File: src/rtl/result_writeback_pkg.sv
// result_writeback_pkg
//   Shared build configuration and helpers for the result write-back stage.
//   The `ifndef guards give the shared config header's values. A project
//   config header compiled ahead of this file overrides them.
`ifndef S2P_SIZE
`define S2P_SIZE 4
`endif
`ifndef RESULT_SIZE
`define RESULT_SIZE 16
`endif
`ifndef KERNEL_NUMS_SIZE
`define KERNEL_NUMS_SIZE 8
`endif
`ifndef WB_FIFO_DEPTH
`define WB_FIFO_DEPTH 16
`endif

package result_writeback_pkg;

  localparam int WB_S_DEF     = `S2P_SIZE;
  localparam int WB_RW_DEF    = `RESULT_SIZE;
  localparam int WB_KW_DEF    = `KERNEL_NUMS_SIZE;
  localparam int WB_DEPTH_DEF = `WB_FIFO_DEPTH;

  // Index width that stays at least one bit wide for degenerate sizes.
  function automatic int clog2_min1(input int n);
    return (n <= 1) ? 1 : $clog2(n);
  endfunction

endpackage

File: src/rtl/sync_fifo.sv
// sync_fifo
//   Single-clock show-ahead FIFO. The head entry is visible on o_data
//   whenever o_empty is low. A push into a full FIFO is accepted only if a
//   pop happens in the same cycle. Otherwise the push is ignored, and the
//   caller decides what that means.
// Ports:
//   clk, rstn      clock, asynchronous active-low reset
//   i_clear        synchronous flush, wins over push/pop
//   i_push, i_data write request and data
//   i_pop          read request (ignored when empty)
//   o_data         head entry
//   o_full,o_empty occupancy flags
module sync_fifo #(
  parameter int WIDTH = 8,
  parameter int DEPTH = 16
) (
  input  logic             clk,
  input  logic             rstn,
  input  logic             i_clear,
  input  logic             i_push,
  input  logic [WIDTH-1:0] i_data,
  input  logic             i_pop,
  output logic [WIDTH-1:0] o_data,
  output logic             o_full,
  output logic             o_empty
);

  localparam int PTRW = (DEPTH > 1) ? $clog2(DEPTH) : 1;

  logic [WIDTH-1:0] mem [DEPTH];
  logic [PTRW-1:0]  wr_ptr, rd_ptr;
  logic [PTRW:0]    count;
  logic             do_push, do_pop;

  assign o_full  = (count == (PTRW+1)'(DEPTH));
  assign o_empty = (count == '0);
  assign do_push = i_push && (!o_full || i_pop);
  assign do_pop  = i_pop && !o_empty;
  assign o_data  = mem[rd_ptr];

  always_ff @(posedge clk) begin
    if (do_push && !i_clear) mem[wr_ptr] <= i_data;
  end

  always_ff @(posedge clk or negedge rstn) begin
    if (!rstn) begin
      wr_ptr <= '0;
      rd_ptr <= '0;
      count  <= '0;
    end else if (i_clear) begin
      wr_ptr <= '0;
      rd_ptr <= '0;
      count  <= '0;
    end else begin
      if (do_push) wr_ptr <= wr_ptr + PTRW'(1);
      if (do_pop)  rd_ptr <= rd_ptr + PTRW'(1);
      case ({do_push, do_pop})
        2'b10:   count <= count + (PTRW+1)'(1);
        2'b01:   count <= count - (PTRW+1)'(1);
        default: count <= count;
      endcase
    end
  end

endmodule

File: src/rtl/result_writeback.sv
// result_writeback
//   Takes the serial tile stream from matrix_add and drops tensor-padded and
//   kernel-padded elements. Applies optional ReLU and computes the kernel-major
//   feature-map address (kern*out_pixels + pix). The result goes through a
//   capture register into a FIFO that drains over a valid/ready write port.
// Ports:
//   clk, rstn                     clock, asynchronous active-low reset
//   i_start                       layer start pulse, clears everything
//   i_relu_en                     clamp negative data to zero
//   i_out_pixels, i_t_tiles,
//   i_kernel_nums                 layer geometry
//   i_result, i_result_valid      element stream ([1] active, [0] not padded)
//   i_conv_done                   level, rises after the last element
//   o_wr_valid, i_wr_ready,
//   o_wr_addr, o_wr_data          write port to feature-map memory
//   o_overflow                    sticky: an element was lost
//   o_wb_done                     layer fully drained (level)
module result_writeback
  import result_writeback_pkg::*;
#(
  parameter int S     = WB_S_DEF,
  parameter int RW    = WB_RW_DEF,
  parameter int PW    = 16,
  parameter int KW    = WB_KW_DEF,
  parameter int AW    = 24,
  parameter int DEPTH = WB_DEPTH_DEF
) (
  input  logic          clk,
  input  logic          rstn,
  input  logic          i_start,
  input  logic          i_relu_en,
  input  logic [PW-1:0] i_out_pixels,
  input  logic [PW-1:0] i_t_tiles,
  input  logic [KW-1:0] i_kernel_nums,
  input  logic [RW-1:0] i_result,
  input  logic [3:0]    i_result_valid,
  input  logic          i_conv_done,
  output logic          o_wr_valid,
  input  logic          i_wr_ready,
  output logic [AW-1:0] o_wr_addr,
  output logic [RW-1:0] o_wr_data,
  output logic          o_overflow,
  output logic          o_wb_done
);

  localparam int SW = clog2_min1(S);
  localparam int FW = PW + KW + SW;

  logic [SW-1:0] row, col;
  logic [PW-1:0] t;
  logic [KW-1:0] w;
  logic          stream, row_last, col_last, t_last;
  logic [FW-1:0] pix, kern, addr_full;
  logic          elem_ok;
  logic [RW-1:0] elem_data;

  logic          cap_vld, cap_blocked, fifo_push, fifo_pop;
  logic [AW-1:0] cap_addr;
  logic [RW-1:0] cap_data;
  logic [AW+RW-1:0] fifo_dout;
  logic          fifo_full, fifo_empty;

  logic          conv_q, conv_seen, done_r, done_now;
  logic          unused_valid_bits;

  assign unused_valid_bits = ^i_result_valid[3:2];

  assign stream   = i_result_valid[1];
  assign row_last = (row == SW'(S-1));
  assign col_last = (col == SW'(S-1));
  assign t_last   = (t == PW'(i_t_tiles - PW'(1)));

  // Indices at full width; truncation to AW happens only on the address.
  assign pix       = FW'(t) * FW'(S) + FW'(row);
  assign kern      = FW'(w) * FW'(S) + FW'(col);
  assign addr_full = kern * FW'(i_out_pixels) + pix;

  assign elem_ok   = stream && i_result_valid[0] &&
                     (pix < FW'(i_out_pixels)) && (kern < FW'(i_kernel_nums));
  assign elem_data = (i_relu_en && i_result[RW-1]) ? '0 : i_result;

  // Position counters advance on every active stream cycle, written or not.
  always_ff @(posedge clk or negedge rstn) begin
    if (!rstn) begin
      row <= '0;
      col <= '0;
      t   <= '0;
      w   <= '0;
    end else if (i_start) begin
      row <= '0;
      col <= '0;
      t   <= '0;
      w   <= '0;
    end else if (stream) begin
      if (row_last) begin
        row <= '0;
        if (col_last) begin
          col <= '0;
          if (t_last) begin
            t <= '0;
            w <= w + KW'(1);
          end else begin
            t <= t + PW'(1);
          end
        end else begin
          col <= col + SW'(1);
        end
      end else begin
        row <= row + SW'(1);
      end
    end
  end

  // A capture entry facing a full FIFO with no pop waits in place. Any new
  // writable element that arrives meanwhile is the one that is lost, so the
  // retained data stays in stream order.
  assign fifo_pop    = o_wr_valid && i_wr_ready;
  assign cap_blocked = cap_vld && fifo_full && !fifo_pop;
  assign fifo_push   = cap_vld && !cap_blocked;

  always_ff @(posedge clk or negedge rstn) begin
    if (!rstn) begin
      cap_vld    <= 1'b0;
      cap_addr   <= '0;
      cap_data   <= '0;
      o_overflow <= 1'b0;
    end else if (i_start) begin
      cap_vld    <= 1'b0;
      cap_addr   <= '0;
      cap_data   <= '0;
      o_overflow <= 1'b0;
    end else if (!cap_blocked) begin
      cap_vld <= elem_ok;
      if (elem_ok) begin
        cap_addr <= AW'(addr_full);
        cap_data <= elem_data;
      end
    end else if (elem_ok) begin
      o_overflow <= 1'b1;
    end
  end

  sync_fifo #(
    .WIDTH (AW + RW),
    .DEPTH (DEPTH)
  ) u_fifo (
    .clk     (clk),
    .rstn    (rstn),
    .i_clear (i_start),
    .i_push  (fifo_push),
    .i_data  ({cap_addr, cap_data}),
    .i_pop   (fifo_pop),
    .o_data  (fifo_dout),
    .o_full  (fifo_full),
    .o_empty (fifo_empty)
  );

  // FIFO memory is not reset; gate the head so the port reads zero when idle.
  assign o_wr_valid = !fifo_empty;
  assign o_wr_addr  = fifo_empty ? '0 : fifo_dout[AW+RW-1:RW];
  assign o_wr_data  = fifo_empty ? '0 : fifo_dout[RW-1:0];

  // conv_q follows i_conv_done even across i_start. A level that is still
  // high from the previous layer is then not taken as a fresh edge.
  assign done_now  = conv_seen && !cap_vld && fifo_empty;
  assign o_wb_done = done_r || done_now;

  always_ff @(posedge clk or negedge rstn) begin
    if (!rstn) begin
      conv_q    <= 1'b0;
      conv_seen <= 1'b0;
      done_r    <= 1'b0;
    end else begin
      conv_q <= i_conv_done;
      if (i_start) begin
        conv_seen <= 1'b0;
        done_r    <= 1'b0;
      end else begin
        if (i_conv_done && !conv_q) conv_seen <= 1'b1;
        if (done_now)               done_r    <= 1'b1;
      end
    end
  end

endmodule
File: config.mk
export PLATFORM = sky130hd
export DESIGN_NAME = result_writeback
export DESIGN_NICKNAME = d
export VERILOG_FILES = /design/src/rtl/result_writeback_pkg.sv /design/src/rtl/sync_fifo.sv /design/src/rtl/result_writeback.sv
export SDC_FILE = /design/constraint.sdc
export NUM_CORES = 1
export LEC_CHECK = 0
export CORE_UTILIZATION = 45
export DETAILED_ROUTE_END_ITERATION = 16
export GPL_TIMING_DRIVEN = 0
export RECOVER_POWER = 100
export SLEW_MARGIN = 0
export SYNTH_ARGS = -nofsm -noshare
export SYNTH_HDL_FRONTEND = slang
export SYNTH_SLANG_ARGS = --single-unit
File: constraint.sdc
create_clock -name clk -period 9.7 [get_ports clk]
set_clock_uncertainty 0.05 [all_clocks]
set_input_delay 1.455 -clock clk [delete_from_list [all_inputs] [get_ports clk]]
set_output_delay 1.455 -clock clk [all_outputs]
set_load 0.005 [all_outputs]
==> impl_metrics.env <==
export IMPL_start_util_pct=45.7
export IMPL_diodes=0
export IMPL_num_nets_final=2727
export IMPL_first_iter_violations=1626
export IMPL_post_cts_buffers=0
export IMPL_power_switching_w=0.00195
export IMPL_critPathCaptureType="flip-flop"
export IMPL_cpMaxStageDelayCell="dlygate4sd3_1"
export IMPL_clock_path_buffers=3
export IMPL_htreeDepth=3
export IMPL_root_buffer="clkbuf_16"
export IMPL_max_cap_violations=22
export IMPL_dp_hpwl_um=59800
export IMPL_synth_edff_count=640
export IMPL_ant_nets=0
export IMPL_cts_tree="yes"
export IMPL_synth_cell_types=69
export IMPL_synthArstFlopShare_pct=11.8
export IMPL_cp_cell_sequence="dlygate4sd3_1 -> clkbuf_1 -> nand2_1 -> fa_1 -> inv_1 -> fa_1 -> fa_1 -> fa_1 -> inv_1 -> fa_1 -> inv_1 -> ha_1 -> a21oi_1 -> o21ai_0 -> a22oi_1 -> o21ai_0 -> o221ai_1 -> o21ai_0 -> xnor2_1 -> a211oi_1"
export IMPL_slowest_delay_ns=0.58
export IMPL_area_delta_synth_final_pct=14.1
export IMPL_grt_pass1_wl_um=129000
export IMPL_ys_seq_area_share_pct=61.1
export IMPL_postSynthCellCount=2209
export IMPL_max_freq_ghz=0.142
export IMPL_ioPinCount=109
export IMPL_numCtsBuffers=77
export IMPL_yosysWarnings=0
export IMPL_synth_seq_cells=726
export IMPL_finalHoldViolCount=0
export IMPL_rsz0062_at_grt="false"
export IMPL_netlist_area_mm2=0.0350
export IMPL_path_common_cell="fa_1"
export IMPL_finalCritPeriodShare_pct=72.8
export IMPL_core_area_mm2=0.0765
export IMPL_holdBufCountCts=0
export IMPL_drive_gt1_share_pct=12.9
export IMPL_power_frac_comb_pct=17.5
export IMPL_drc=0
export IMPL_antenna_found_initial=2
export IMPL_worst_pin_slew_ns=3.32
export IMPL_clkPwrFrac_pct=37.5
export IMPL_regArea_mm2=0.0214
export IMPL_setup_viol=0
export IMPL_die_x_um=281
export IMPL_dr_pass1_iters=5
export IMPL_first_global_vias=20408
export IMPL_status="finished with violations"
export IMPL_die_h_um=281
export IMPL_maxSlewViolCount=433
export IMPL_grt_max_degree=57
export IMPL_wl_per_cell_um=24.5
export IMPL_cp_max_fo=10
export IMPL_pwr_share_seq_pct=45.0
export IMPL_clk_latency_ns=0.63
export IMPL_die_area_mm2=0.0788
export IMPL_ir_drop_uv=144
export IMPL_routabilityCongestion=0.857
export IMPL_cp_start_kind="primary input"
export IMPL_clkTransAtPathRegs_ns=0.06
export IMPL_swShare_pct=25.5
export IMPL_cts_sinks=726
export IMPL_vias=19334
export IMPL_synth_avg_cell_area_um2=15.8
export IMPL_fin_util_pct=52.2
export IMPL_finalCriticalPeriod_ns=7.06
export IMPL_cp_data_arrival_time_ns=7.47
export IMPL_slew_limit_headroom_pct=-122
export IMPL_violations="max-capacitance violations, max-slew violations"
export IMPL_fp_row_count=101
export IMPL_numPortBuffers=103
export IMPL_p_int_w=0.00570
export IMPL_power_density_mw_per_mm2=192
export IMPL_multi_input_area_mm2=0.0123
export IMPL_synth_nets=2503
export IMPL_grt_usage_pct=22.6
export IMPL_min_path_type="flip-flop to flip-flop"
export IMPL_finalPower_w=0.00765
export IMPL_path_class="primary input to flip-flop"
export IMPL_post_cts_resized=0
export IMPL_viasPerCell=5.49
export IMPL_grt_overflow_total=0
export IMPL_synth_ff_type="edfxtp_1"
export IMPL_nFillCells=6257
export IMPL_leakage_nw=14.7
export IMPL_wirelength_um=86400
export IMPL_worstPathRequired_ns=10.11
## cell usage in the layout (no fill, tap or decap), types with 5 or more instances in the layout
cell type,n
nand2_1,190
o21ai_0,26
buf_1,10
and2_1,96
a211oi_1,9
nand2b_1,8
ha_1,99
dlygate4sd3_1,39
fa_1,129
nor3_1,28
and2_0,8
mux4_2,200
nand4_1,10
xnor2_1,40
nor2b_1,8
nand3_1,39
inv_1,222
mux2_2,5
dfrtp_1,86
clkbuf_1,159
or3_1,8
nor2_1,70
xor2_1,18
clkinv_1,16
edfxtp_1,640
a21oi_1,67
a21o_1,9
clkdlybuf4s50_1,63
nor4_1,5
clkinv_2,20
bufinv_16,5
clkbuf_16,78
or4_1,6
## area by class of cell
class | count | share of cell area [%]
buffer | 114 | 1.08
clock buffer | 92 | 5.05
clock inverter | 48 | 1.18
inverter | 223 | 2.10
multi-input combinational | 1146 | 30.8
sequential | 726 | 53.6
tap | 1030 | 3.23
timing repair buffer | 145 | 2.96
## per-layer routing
| layer | vias up | track usage, % | part of all wire (%) |
|---|---|---|---|
| li1 | 8591 | - | - |
| met1 | 10103 | 28.7 | 41 |
| met2 | 507 | 40.5 | 52 |
| met3 | 133 | 3.21 | 4.6 |
| met4 | 0 | 6.29 | 2.8 |
| met5 | - | 0 | 0 |
## critical path, delay by kind of cell
family / cells / cell delay [ns]
compound gates: 7 / 1.53
xor+xnor: 1 / 0.35
fa+ha+maj: 6 / 2.83
buf+inv: 5 / 1.15
simple gates: 1 / 0.16
## state kept, by name (all words and copies together), names as in the netlist, 2 cells and up
name / flops
u_fifo.mem: 640
cap_addr: 24
cap_data: 16
t: 16
w: 8
u_fifo.count: 5
u_fifo.rd_ptr: 4
u_fifo.wr_ptr: 4
col: 2
row: 2
## cells in the mapped netlist, types with 3 or more instances
master | number | share of area [%]
a21o_1 | 9 | 0.19
mux2i_1 | 3 | 0.086
fa_1 | 129 | 7.4
nand2_1 | 190 | 2.0
a211oi_1 | 9 | 0.19
nor2_1 | 70 | 0.75
dfrtp_1 | 86 | 6.2
a21oi_1 | 67 | 0.96
a31oi_1 | 4 | 0.072
xor2_1 | 18 | 0.45
o31ai_1 | 4 | 0.086
nand2b_1 | 8 | 0.14
ha_1 | 99 | 3.5
and2_1 | 103 | 1.8
o21ai_0 | 25 | 0.36
nand3_1 | 39 | 0.56
mux4_2 | 200 | 13
or4_1 | 5 | 0.11
nand3b_1 | 3 | 0.064
nor3_1 | 28 | 0.40
nand4_1 | 10 | 0.18
or3_1 | 8 | 0.14
clkbuf_1 | 92 | 0.99
inv_1 | 222 | 2.4
a2111oi_0 | 3 | 0.075
xnor2_1 | 40 | 1.0
o41ai_1 | 4 | 0.10
mux2_2 | 5 | 0.16
nor3b_1 | 3 | 0.064
buf_1 | 19 | 0.20
nor4_1 | 5 | 0.089
nor2b_1 | 8 | 0.14
edfxtp_1 | 640 | 55
o21a_1 | 4 | 0.086
## logic make-up after synthesis
logic type / share of synthesized area, %
XOR/XNOR: 1.45
buffers and inverters: 3.64
adder cells (fa/ha/maj): 10.9
AO/OA/AOI/OAI: 2.85
multiplexers: 13.2
AND/OR/NAND/NOR: 6.81
flip-flops: 61.1
## stage by stage
| step | setup TNS (ns) | cell area [um^2] | hold slack (ns) | instances | setup WS (ns) |
|---|---|---|---|---|---|
| 6_report | 0 | 39900 | 0.454 | 3524 | 2.64 |
| 5_1_grt | 0 | 39900 | 0.484 | 3524 | 2.29 |
| 4_1_cts | 0 | 40600 | 0.461 | 3523 | 2.64 |
| 3_5_place_dp | 0 | 38100 | 0.449 | 3383 | 2.01 |
| 3_3_place_gp | -67.95 | 37300 | 0.442 | 3342 | -0.441 |
| 2_1_floorplan | 0 | 35000 | 0.413 | 2209 | 3.44 |
## power groups by stage
stage | Combinational, W | Clock [W] | Sequential (W)
finish | 0.00134 | 0.00287 | 0.00344
global route | 0.00145 | 0.00303 | 0.00345
CTS | 0.00141 | 0.00291 | 0.00344
detailed placement | 0.00141 | 0 | 0.00351
global placement | 0.00138 | 0 | 0.00350
floorplan | 0.000828 | 0 | 0.00349
## path summary, 6_finish.rpt
path,startpoint,to,slack [ns],cells after the start
min,conv_seen,conv_seen,0.45,2
max reg2reg,w[0],cap_addr[23],3.02,20
max,i_out_pixels[8],cap_addr[23],2.64,20
max in group asynchronous,rstn,o_overflow,4.02,2
min in group asynchronous,rstn,cap_data[0],1.50,1
min reg2reg,conv_seen,conv_seen,0.45,2
No activity file was read; power rests on OpenSTA's default activity.
